===== src/rtl/gen3_frame_tx.sv =====
// Gen3 128b/130b transmit framer: wraps TLP/DLLP byte streams in STP/SDP tokens and
// END/EDB/pad terminators, tagging each output byte with the receiver's type code.
module gen3_frame_tx #(
    parameter logic [7:0] END_BYTE = 8'h1F,
    parameter logic [7:0] EDB_BYTE = 8'hC0,
    parameter logic [7:0] DLLP_PAD = 8'h00
) (
    input  logic        clk,
    input  logic        rst,
    input  logic        in_valid,
    output logic        in_ready,
    input  logic [7:0]  in_data,
    input  logic        in_sop,
    input  logic        in_eop,
    input  logic        in_is_dllp,
    input  logic [9:0]  in_len_dw,
    input  logic        in_nullify,
    output logic        out_valid,
    input  logic        out_ready,
    output logic [7:0]  out_data,
    output logic [1:0]  out_sync_header,
    output logic [5:0]  out_type,
    output logic [11:0] tx_seq,
    output logic        frame_err
);

    typedef enum logic [3:0] {
        S_IDLE, S_STP0, S_STP1, S_STP2, S_STP3, S_SDP0, S_SDP1, S_PAYLOAD, S_TERM, S_DROP
    } state_t;

    localparam logic [5:0] T_OTHER     = 6'b000000;
    localparam logic [5:0] T_DATA      = 6'b100000;
    localparam logic [5:0] T_TLPSTART  = 6'b010000;
    localparam logic [5:0] T_TLPEND    = 6'b001000;
    localparam logic [5:0] T_DLLPEND   = 6'b000100;
    localparam logic [5:0] T_DLLPSTART = 6'b000010;
    localparam logic [5:0] T_TLPEDB    = 6'b000001;

    state_t      state, state_n;
    logic        is_dllp, is_dllp_n;
    logic [9:0]  len_dw, len_dw_n;
    logic        nullify, nullify_n;
    logic [11:0] cnt, cnt_n;
    logic        pad, pad_n;
    logic        force_edb, force_edb_n;
    logic        drop_after, drop_after_n;
    logic        out_valid_n;
    logic [7:0]  out_data_n;
    logic [5:0]  out_type_n;
    logic [11:0] tx_seq_n;
    logic        frame_err_n;
    logic        in_ready_c;

    logic        adv;
    logic [11:0] limit;
    logic        last;

    assign adv             = !out_valid || out_ready;
    assign limit           = is_dllp ? 12'd6 : {len_dw, 2'b00};
    assign last            = (cnt == limit - 12'd1);
    assign out_sync_header = out_valid ? 2'b01 : 2'b00;
    assign in_ready        = in_ready_c && !rst;

    // NOTE: every signal written here gets a default first so no path can infer a latch.
    always_comb begin
        state_n      = state;
        is_dllp_n    = is_dllp;
        len_dw_n     = len_dw;
        nullify_n    = nullify;
        cnt_n        = cnt;
        pad_n        = pad;
        force_edb_n  = force_edb;
        drop_after_n = drop_after;
        out_valid_n  = out_valid;
        out_data_n   = out_data;
        out_type_n   = out_type;
        tx_seq_n     = tx_seq;
        frame_err_n  = 1'b0;
        in_ready_c   = 1'b0;

        // An advancing output register empties unless the state below loads a byte.
        if (adv) begin
            out_valid_n = 1'b0;
            out_data_n  = 8'h00;
            out_type_n  = T_OTHER;
        end

        case (state)
            S_IDLE: begin
                if (in_valid && in_sop) begin
                    is_dllp_n    = in_is_dllp;
                    len_dw_n     = in_len_dw;
                    nullify_n    = in_nullify;
                    cnt_n        = 12'd0;
                    pad_n        = 1'b0;
                    force_edb_n  = 1'b0;
                    drop_after_n = 1'b0;
                    if (!in_is_dllp && in_len_dw == 10'd0) begin
                        state_n     = S_DROP;
                        frame_err_n = 1'b1;
                    end else begin
                        state_n = in_is_dllp ? S_SDP0 : S_STP0;
                    end
                end else if (in_valid) begin
                    in_ready_c  = 1'b1;
                    frame_err_n = 1'b1;
                end
            end
            S_STP0: if (adv) begin
                out_valid_n = 1'b1; out_data_n = {len_dw[3:0], 4'hF}; state_n = S_STP1;
            end
            S_STP1: if (adv) begin
                out_valid_n = 1'b1; out_data_n = {2'b00, len_dw[9:4]}; state_n = S_STP2;
            end
            S_STP2: if (adv) begin
                out_valid_n = 1'b1; out_data_n = {4'h0, tx_seq[11:8]}; state_n = S_STP3;
            end
            S_STP3: if (adv) begin
                out_valid_n = 1'b1; out_data_n = tx_seq[7:0]; out_type_n = T_TLPSTART;
                state_n = S_PAYLOAD;
            end
            S_SDP0: if (adv) begin
                out_valid_n = 1'b1; out_data_n = 8'hF0; state_n = S_SDP1;
            end
            S_SDP1: if (adv) begin
                out_valid_n = 1'b1; out_data_n = 8'hAC; out_type_n = T_DLLPSTART;
                state_n = S_PAYLOAD;
            end
            S_PAYLOAD: begin
                in_ready_c = adv && !pad;
                if (adv && (pad || in_valid)) begin
                    out_valid_n = 1'b1;
                    out_data_n  = pad ? 8'h00 : in_data;
                    out_type_n  = T_DATA;
                    cnt_n       = cnt + 12'd1;
                    if (!pad && in_eop)
                        nullify_n = in_nullify;
                    if (last) begin
                        state_n = S_TERM;
                        // Packet ran out of room before its eop: kill it and flush the rest.
                        if (!pad && !in_eop) begin
                            force_edb_n  = 1'b1;
                            drop_after_n = 1'b1;
                            frame_err_n  = 1'b1;
                        end
                    end else if (!pad && in_eop) begin
                        pad_n       = 1'b1;
                        force_edb_n = 1'b1;
                        frame_err_n = 1'b1;
                    end
                end
            end
            S_TERM: if (adv) begin
                out_valid_n = 1'b1;
                if (force_edb || (!is_dllp && nullify)) begin
                    out_data_n = EDB_BYTE; out_type_n = T_TLPEDB;
                end else if (!is_dllp) begin
                    out_data_n = END_BYTE; out_type_n = T_TLPEND;
                end else begin
                    out_data_n = DLLP_PAD; out_type_n = T_DLLPEND;
                end
                if (!is_dllp)
                    tx_seq_n = tx_seq + 12'd1;
                state_n = drop_after ? S_DROP : S_IDLE;
            end
            S_DROP: begin
                in_ready_c = 1'b1;
                if (in_valid && in_eop)
                    state_n = S_IDLE;
            end
            default: state_n = S_IDLE;
        endcase
    end

    // NOTE: state registers use non-blocking assignments so every flop samples pre-edge values.
    always_ff @(posedge clk) begin
        if (rst) begin
            state      <= S_IDLE;
            is_dllp    <= 1'b0;
            len_dw     <= 10'd0;
            nullify    <= 1'b0;
            cnt        <= 12'd0;
            pad        <= 1'b0;
            force_edb  <= 1'b0;
            drop_after <= 1'b0;
            out_valid  <= 1'b0;
            out_data   <= 8'h00;
            out_type   <= T_OTHER;
            tx_seq     <= 12'd0;
            frame_err  <= 1'b0;
        end else begin
            state      <= state_n;
            is_dllp    <= is_dllp_n;
            len_dw     <= len_dw_n;
            nullify    <= nullify_n;
            cnt        <= cnt_n;
            pad        <= pad_n;
            force_edb  <= force_edb_n;
            drop_after <= drop_after_n;
            out_valid  <= out_valid_n;
            out_data   <= out_data_n;
            out_type   <= out_type_n;
            tx_seq     <= tx_seq_n;
            frame_err  <= frame_err_n;
        end
    end

endmodule


===== config.mk =====
export PLATFORM = sky130hd
export DESIGN_NAME = gen3_frame_tx
export DESIGN_NICKNAME = d
export VERILOG_FILES = /design/src/rtl/gen3_frame_tx.sv
export SDC_FILE = /design/constraint.sdc
export NUM_CORES = 1
export LEC_CHECK = 0
export CAP_MARGIN = 20
export CORE_MARGIN = 10
export CORE_UTILIZATION = 48
export CTS_CLUSTER_DIAMETER = 30
export DETAILED_ROUTE_END_ITERATION = 16
export PLACE_DENSITY = 0.76
export SLEW_MARGIN = 40
export SYNTH_ARGS = -nofsm -noshare
export SYNTH_HDL_FRONTEND = slang
export SYNTH_SLANG_ARGS = --single-unit

===== constraint.sdc =====
create_clock -name clk -period 3 [get_ports clk]
set_input_delay 0.6 -clock clk [delete_from_list [all_inputs] [get_ports clk]]
set_output_delay 0.6 -clock clk [all_outputs]
set_load 0.1 [all_outputs]

# Word-level counts from Yosys, hierarchy flattened
# Index checks and enable logic that the tools add are counted.
classes:
  eq_ne: 25
  bitwise_logic: 1
  n_reduce_logical: 31
  muxes: 70
  add_sub_neg: 3
op_table:
  columns: ["op", "n"]
  rows:
  - ["8-bit 2-to-1 mux", 11]
  - ["8-bit case mux with 8 select lines", 1]
  - ["4-bit 2-to-1 mux", 14]
  - ["12-bit 2-to-1 mux", 3]
  - ["4-bit case mux with 9 select lines", 1]
  - ["6-bit 2-to-1 mux", 5]
  - ["12-bit by 1-bit adder with 12-bit output (second input constant)", 2]
  - ["1-bit 2-to-1 mux", 24]
  - ["2-bit != test (second input constant)", 12]
  - ["12-bit case mux with 2 select lines", 1]
  - ["6-bit case mux with 4 select lines", 1]
  - ["4-bit by 3-bit == test with 1-bit output (second input constant)", 4]
  - ["5-bit AND reduction", 3]
  - ["12-bit == test", 1]
  - ["1-bit case mux with 2 select lines", 6]
  - ["12-bit by 1-bit subtractor with 12-bit output (second input constant)", 1]
  - ["10-bit zero test", 1]
  - ["10-bit AND reduction", 1]
  - ["1-bit logical AND", 9]
  - ["4-bit by 2-bit == test with 1-bit output (second input constant)", 2]
  - ["4-bit == test (second input constant)", 2]
  - ["7-bit OR reduction", 1]
  - ["1-bit zero test", 6]
  - ["3-bit != test (second input constant)", 2]
  - ["13 further kinds", 16]
word_totals:
  elab_cells: 143
  regBits: 59
  inputBits: 26
  output_inout_bits: 31

# Depth between registers and ports, before layout
# Gate-level depths: netlist (run 1).
logic_depth:
  depth_word: 6
  depth_mapped: 11
  ltp_nobuf: 9

# Worst setup path before layout (run 1)
# Ideal clock, no wire load.
synth_timing:
  path_kind: "register -> output"
  start: "reg out_valid"
  end: "out in_ready"
  t_arrival_ns: 2.987
  required_time_ns: 2.400
  path_slack_ns: -0.587
  path_stages_with_launch: 8
  path_buffers: 3
  path_cell_list: "dfxtp_1 nor2b_1 clkbuf_1 clkbuf_1 clkbuf_1 nor3_1 a21oi_1 nor2_1"
synth_between:
  elab_chain_cells: 5
synth_lines:
  columns: ["element", "line_no", "text"]
  rows:
  - ["from (decl)", "18", "output logic out_valid,"]
  - ["from (signal assigned)", "200", "out_valid <= out_valid_n;"]
  - ["1-bit zero test", "58", "assign adv = !out_valid || out_ready;"]
  - ["1-bit logical OR", "58", null]
  - ["1-bit logical AND", "130", "in_ready_c = adv && !pad;"]
  - ["1-bit case mux with 3 select lines", "88", "case (state)"]
  - ["1-bit logical AND", "62", "assign in_ready = in_ready_c && !rst;"]
  - ["to (decl)", "11", "output logic in_ready,"]
# No other way between the ends.

# Worst setup path after layout (run 1)
layout_timing:
  start: "reg len_dw[0]"
  end: "reg pad"
layout_between:
  elab_chain_cells: 5
layout_lines:
  columns: ["element", "line_no", "text"]
  rows:
  - ["from (decl)", "41", "logic [9:0] len_dw, len_dw_n;"]
  - ["from (signal assigned)", "194", "len_dw <= len_dw_n;"]
  - ["12-bit 2-to-1 mux", "59", "assign limit = is_dllp ? 12'd6 : {len_dw, 2'b00};"]
  - ["12-bit by 1-bit subtractor with 12-bit output", "60", "assign last = (cnt == limit - 12'd1);"]
  - ["12-bit == test", "60", null]
  - ["2-bit != test (no line)", null, null]
  - ["5-bit AND reduction (no line)", null, null]
  - ["to (signal assigned)", "197", "pad <= pad_n;"]
  - ["to (decl)", "44", "logic pad, pad_n;"]
# No other way between the ends.
# A chain may end at the register's enable or synchronous reset.

==> out/metrics.yaml, run 1 <==
netlist.area_leader.share_pct: 34.7
synth_async_sr_flop_share_pct: 0
syn_to_final_growth_pct: 24.3
synth-xor-area-share_pct: 7.46
cts_buffers: 9
place_hpwl_um: 7430
antenna_found_initial: 0
synth_seq_area_share_pct: 34.7
ctsLongestPathBuffers: 2
ys_warn_count: 0
dieWidth_um: 104
synth_nets: 480
place_congestion: 0.923
clk_pin_slew_ns: 0.08
syn_avg_cell_area_um2: 7.55
ys_types: 58
critPathCaptureType: "flip-flop"
n_antenna_cell: 0
p_sw_share_pct: 47.9
synth_top_family_by_area: "simple AND/OR/NAND/NOR gates"
nFillCells: 645
synthTopCellsByArea: "dfxtp_1, nand2_1, a21oi_1"
ctsResizeCount: 0
root_buffer: "clkbuf_8"
status: "complete, no violations"
cellPowerDensity_mw_per_mm2: 837
grt_first_pass_wirelength_um: 16600
grt-ovfl-total: 0
setup_viol: 0
period_share_pct: 93.7
io_buffers: 55
postLayoutCellArea_mm2: 0.00423
ir_worst_vdd_mv: 0.466
worst-setup-path-type: "reg2reg"
ant_nets: 0
crit_required_ns: 3.24
drt_first_iter_violations: 308
dr.pass1.iters: 6
drive_above_1_share_pct: 14.3
slowest_delay_ns: 0.58
drc: 0
cts_hold_buffers: 0
leakage_nw: 1.57
yosysTopAreaCell: "dfxtp_1"
fp.dieH_um: 104
finClkSkew_ns: 0.0118
cap_viol_max_count: 0
die-area_mm2: 0.0109
crit_chain: "or4_4 > or4_1 > a2111oi_2 > nor3_1 > nor4_4 > nor4_1 > mux2_1"
row_count: 30
reg2reg_depth: 7
critPathMaxFanout: 7
worstHoldStart: "out_type[4]$_SDFF_PP0_"
drv_slew: 0
hold_viol_final: 0
hold_end: "out_type[4]$_SDFF_PP0_"
grt_max_degree: 34
cts_tree: "built"
start_util_pct: 49.8
grt_use_total_pct: 18.2
core-area_mm2: 0.00683
via_per_inst: 5.82
avgRoutedWirePerCell_um: 16.5
clockPowerShare_pct: 21.8
mappedNetlistArea_mm2: 0.00340
internal-power_w: 0.00185
wl_um: 9950
tns_ns: 0
via_count: 3520
worstReg2RegEnd: "pad$_SDFFE_PP0P_"
worst_pin_slew_ns: 0.700
synth_flop_cell: "dfxtp_1"
synthMuxAreaShare_pct: 1.84
grt_pass1_vias: 3323
insertion_delay_ns: 0.35
clock-sinks: 59
synth_compound_area_share_pct: 21.4
htree_levels: 3
arrival_ns: 3.05
rsz0062_at_grt: "false"
switching_power_w: 0.00170
seq_power_share_pct: 28.4
cp.depth: 7
worst_setup_path_start_kind: "flip-flop"
r2r_slack_ns: 0.19
max_freq_mhz: 356
critical-path-slowest-cell: "or4_4"
p_total_w: 0.00354
fin_crit_ns: 2.81
cpLargestDelayFamily: "simple AND/OR/NAND/NOR gates"
holdCritPathClass: "reg2reg"
cts_setup_buffers: 0
rr_startpoint: "len_dw[0]$_SDFFE_PP0P_"
slew_headroom_pct: 52.9
synth_edf_count: 0
holdPathStages: 2
p_comb_share_pct: 49.8
yosys.area_share.simple_pct: 28.6
syn_inst: 451
ys_seq_elements: 59
finalNetCount: 533
critPathBufInv: 0
utilization_pct: 61.9
boundaryPins: 57
synthAdderAreaFrac_pct: 1.10
placed_cell_area_mm2: 0.00402
[kinds of logic (layout without fill, tap and decap cells)]
kind of cell / after synthesis / after routing
AOI/OAI and AO/OA: 114 / 114
xor gates and xnor gates: 29 / 29
adders and majority gates: 3 / 3
buffers and inverters: 41 / 99
DFF: 59 / 59
muxes: 6 / 6
other: 1 / 1
and+or+nand+nor: 198 / 198
[sequential cells by signal, indices dropped and copies added (netlist names)]
signal      flops
out_data        8
len_dw         10
tx_seq         12
frame_err       1
nullify         1
out_valid       1
is_dllp         1
state           4
out_type        6
drop_after      1
force_edb       1
pad             1
cnt            12
[placed cells by master, fill, tap and decap left out, types with 5 or more instances in the layout]
cell | netlist | routed
clkbuf_8 | 0 | 9
a21oi_1 | 45 | 45
buf_4 | 3 | 46
nor3_1 | 13 | 13
nor2_1 | 58 | 57
or3_1 | 7 | 7
xnor2_1 | 14 | 14
nand3_1 | 13 | 13
dfxtp_1 | 59 | 58
nor4_1 | 8 | 8
o31ai_1 | 5 | 5
clkdlybuf4s50_1 | 0 | 24
nand2_1 | 61 | 61
xor2_1 | 15 | 15
o21ai_0 | 18 | 18
o211ai_1 | 5 | 5
a31oi_1 | 7 | 7
inv_1 | 10 | 10
nand4_1 | 7 | 7
[layout make-up]
type / instances / area (um2) / area share, %
inverter: 11 / 41.3 / 0.976
sequential: 59 / 1180 / 28.0
clock buffer: 9 / 124 / 2.93
tap: 96 / 120 / 2.84
multi-input combinational: 351 / 2070 / 48.9
clock inverter: 7 / 83.8 / 1.98
timing repair buffer: 72 / 611 / 14.4
[power groups by stage]
stage	combinational (W)	sequential (W)	clock, W
floorplan	0.000995	0.00131	0
global placement	0.00173	0.00101	0
detailed placement	0.00174	0.00102	0
CTS	0.00175	0.00100	0.000789
global route	0.00191	0.00102	0.000820
finish	0.00176	0.00101	0.000771
[worst reg2reg max path: stages, from the launching register on]
cell and delay (ns):
dfxtp_1 0.38, or4_4 0.59, or4_1 0.50, a2111oi_2 0.31, nor3_1 0.12, nor4_4 0.40, nor4_1 0.11, mux2_1 0.29
[per-layer routing]
metal / wire [um] / share of wire, % / global-route usage [%] / up-vias
li1: - / - / - / 1736
met1: 4520 / 45 / 23.2 / 1632
met2: 4500 / 45 / 27.7 / 131
met3: 688 / 6.9 / 5.08 / 21
met4: 244 / 2.5 / 8.15 / 0
met5: 0 / 0 / 0 / -
[metrics by stage]
step	cells	setup slack [ns]	hold slack (ns)
after global routing	605	0.0251	0.466
after detailed placement	589	0.208	0.446
final	605	0.188	0.455
after CTS	605	0.181	0.456
after floorplan	451	0.0809	0.458
after global placement	589	0.259	0.440
[cell usage after synthesis, drive strengths merged (3+ instances only)]
cell type / n
ha: 3
a22o: 4
nor2: 58
nand4: 7
nand3: 13
or3: 7
buf: 6
or4: 4
a22oi: 3
a311oi: 4
o21ai: 19
nor2b: 5
a221oi: 4
inv: 10
a31oi: 7
xnor2: 14
and4: 3
a21oi: 45
nand2: 61
nor3b: 5
nor3: 13
mux2i: 4
o211ai: 5
o311ai: 3
xor2: 15
nor4: 9
clkbuf: 24
o31ai: 5
a2111oi: 3
nand2b: 4
dfxtp: 59
nor4b: 3
[how the worst max path moves through the flow]
stage                           startpoint  slack (ns)          endpoint
floorplan             is_dllp$_SDFFE_PP0P_        0.08  pad$_SDFFE_PP0P_
global placement    len_dw[0]$_SDFFE_PP0P_        0.26  pad$_SDFFE_PP0P_
detailed placement  len_dw[0]$_SDFFE_PP0P_        0.21  pad$_SDFFE_PP0P_
CTS                 len_dw[0]$_SDFFE_PP0P_        0.18  pad$_SDFFE_PP0P_
global route        len_dw[0]$_SDFFE_PP0P_        0.03  pad$_SDFFE_PP0P_
finish              len_dw[0]$_SDFFE_PP0P_        0.19  pad$_SDFFE_PP0P_
No activity file was read; power rests on OpenSTA's default activity.
==> run 2, diff against run 1 <==
Clock period 3 ns to 2.3 ns, I/O delays scaled along.
==> run 2 against run 1 <==
Net effect: the flow now finishes with violations (negative setup slack); maximum frequency increased by 5.4%; wire length increased by 12%; register-to-register slack got worse by 0.55 ns; via count increased by 7.2%; non-clock buffer count increased by 37; cell count increased by 6.1%; first-iteration DRC count increased by 27%; combinational power increased by 59%; critical path depth increased by 1; worst setup slack got worse by 0.55 ns; design area increased by 13%.
==> out/metrics.yaml, run 2 (synthesis gave the netlist of run 1 again) <==
status: "finished with violations"
violations: "negative setup slack"
start_util_pct: 49.8
hold_viol_final: 0
syn_to_final_growth_pct: 39.8
place_hpwl_um: 7780
dieWidth_um: 104
slew_headroom_pct: 52.2
critPathMaxFanout: 5
worst_pin_slew_ns: 0.710
worst-setup-path-type: "reg2reg"
grt_first_pass_wirelength_um: 17600
n_antenna_cell: 0
largestRegisters: "cnt x12, tx_seq x12, len_dw x10"
period_share_pct: 116
dr.pass1.iters: 5
root_buffer: "clkbuf_8"
worst_slack_ns: -0.367
utilization_pct: 69.7
fp.dieH_um: 104
io_buffers: 55
cellPowerDensity_mw_per_mm2: 1100
grt_max_degree: 25
via_per_inst: 5.88
clock-sinks: 59
arrival_ns: 2.90
p_comb_share_pct: 53.1
setup_viol: 8
drc: 0
seq_power_share_pct: 24.8
via_count: 3772
r2r_slack_ns: -0.37
wl_um: 11100
reg2reg_depth: 8
avgRoutedWirePerCell_um: 17.3
rr_startpoint: "len_dw[3]$_SDFFE_PP0P_"
leakage_nw: 1.84
insertion_delay_ns: 0.34
switching_power_w: 0.00237
worst_setup_path_start_kind: "flip-flop"
grt_pass1_vias: 3598
worstReg2RegEnd: "pad$_SDFFE_PP0P_"
cts_buffers: 9
cp-endpoint: "pad$_SDFFE_PP0P_"
mostFrequentLayoutCell: "buf_4"
holdCritPathClass: "in2reg"
drv_slew: 0
hold_ws_ns: 0.407
ant_nets: 0
crit_required_ns: 2.53
final_cell_mix: "buf_4, nand2_1, nor2_1, dfxtp_1, a21oi_1"
dpl_worst_slack_ns: -0.382
critical-path-slowest-cell: "or4_4"
crit_chain: "or4_4 > or4_4 > a2111oi_4 > nor3_2 > nor4_4 > buf_6 > nor4_4 > mux2_4"
finalNetCount: 570
internal-power_w: 0.00288
rsz0062_at_grt: "true"
slowest_delay_ns: 0.56
drive_above_1_share_pct: 25.5
clockPowerShare_pct: 22.1
die-area_mm2: 0.0109
crit_start: "len_dw[3]$_SDFFE_PP0P_"
antenna_found_initial: 0
place_congestion: 0.941
ctsLongestPathBuffers: 2
finClkSkew_ns: 0.0101
htree_levels: 3
grt_use_total_pct: 19.3
boundaryPins: 57
clk_pin_slew_ns: 0.07
fin_crit_ns: 2.67
row_count: 30
cap_viol_max_count: 0
critPathCaptureType: "flip-flop"
cts_tree: "built"
p_sw_share_pct: 45.2
grt-ovfl-total: 0
drt_first_iter_violations: 390
core-area_mm2: 0.00683
ir_worst_vdd_mv: 0.453
max_freq_mhz: 375
==> run 2: changes by cell type in the layout (fill, tap and decap cells not counted), moves of 3 or more <==
| cell | before | now |
|---|---|---|
| buf_4 | 46 | 80 |
| dfxtp_1 | 58 | 54 |
| dfxtp_2 | 1 | 4 |
| nor4_1 | 8 | 5 |
| nor4b_1 | 3 | 0 |
==> run 2: worst min path at each step <==
stage	end	slack, ns	from	cells after the start
6_report	nullify$_SDFFE_PP0P_	0.41	rst	2
3_5_place_dp	out_type[2]$_SDFF_PP0_	0.44	out_type[2]$_SDFF_PP0_	2
5_1_grt	cnt[1]$_SDFFE_PP0P_	0.43	rst	2
3_3_place_gp	out_type[2]$_SDFF_PP0_	0.44	out_type[2]$_SDFF_PP0_	2
2_1_floorplan	cnt[6]$_SDFFE_PP0P_	0.46	cnt[6]$_SDFFE_PP0P_	2
4_1_cts	nullify$_SDFFE_PP0P_	0.40	rst	2
==> run 2: area by class of cell <==
| type | instances | area, um2 |
|---|---|---|
| fill | 560 | 2070 |
| tap | 96 | 120 |
| sequential | 59 | 1190 |
| inverter | 11 | 41.3 |
| clock buffer | 11 | 163 |
| clock inverter | 5 | 81.3 |
| timing repair buffer | 109 | 911 |
| multi-input combinational | 351 | 2250 |
==> run 2: worst max-delay path, delay by kind of cell (launching register included) <==
| kind | cells | cell delay [ns] |
|---|---|---|
| compound gates | 1 | 0.36 |
| buf+inv | 1 | 0.17 |
| flops | 1 | 0.32 |
| mux | 1 | 0.26 |
| simple gates | 5 | 1.44 |
==> run 2: metrics by stage <==
step	std cells	power [W]	setup TNS, ns	instance area, um2
floorplan	451	0.00305	-1.69	3470
global placement	620	0.00382	-2.38	4310
detailed placement	620	0.00384	-2.85	4310
CTS	639	0.00508	-2.08	4640
global route	642	0.00550	-3.12	4760
finish	642	0.00525	-2.36	4760
==> run 2: power groups by stage <==
stage                     registers [W]  logic [W]  clock network [W]
after global routing            0.00132    0.00296            0.00122
after detailed placement        0.00131    0.00253                  0
after floorplan                 0.00172    0.00133                  0
after CTS                       0.00129    0.00262            0.00117
final                           0.00130    0.00279            0.00116
after global placement          0.00131    0.00251                  0
==> run 2: metal layers <==
metal | GRT usage (%) | wire [um] | vias up
met2 | 29.9 | 5250 | 174
li1 | - | - | 1811
met1 | 24.7 | 4820 | 1759
met4 | 10.1 | 268 | 0
met3 | 3.59 | 790 | 28
met5 | 0 | 0 | -
==> run 2: what timing repair did <==
action / CTS / global route
hold buffers: 0 / 0
setup buffers: 3 / 3
setup endpoints to repair: 9 / 11
pin swaps: 9 / 10
endpoints found under the hold margin: 0 / 0
resized for setup: 12 / 17
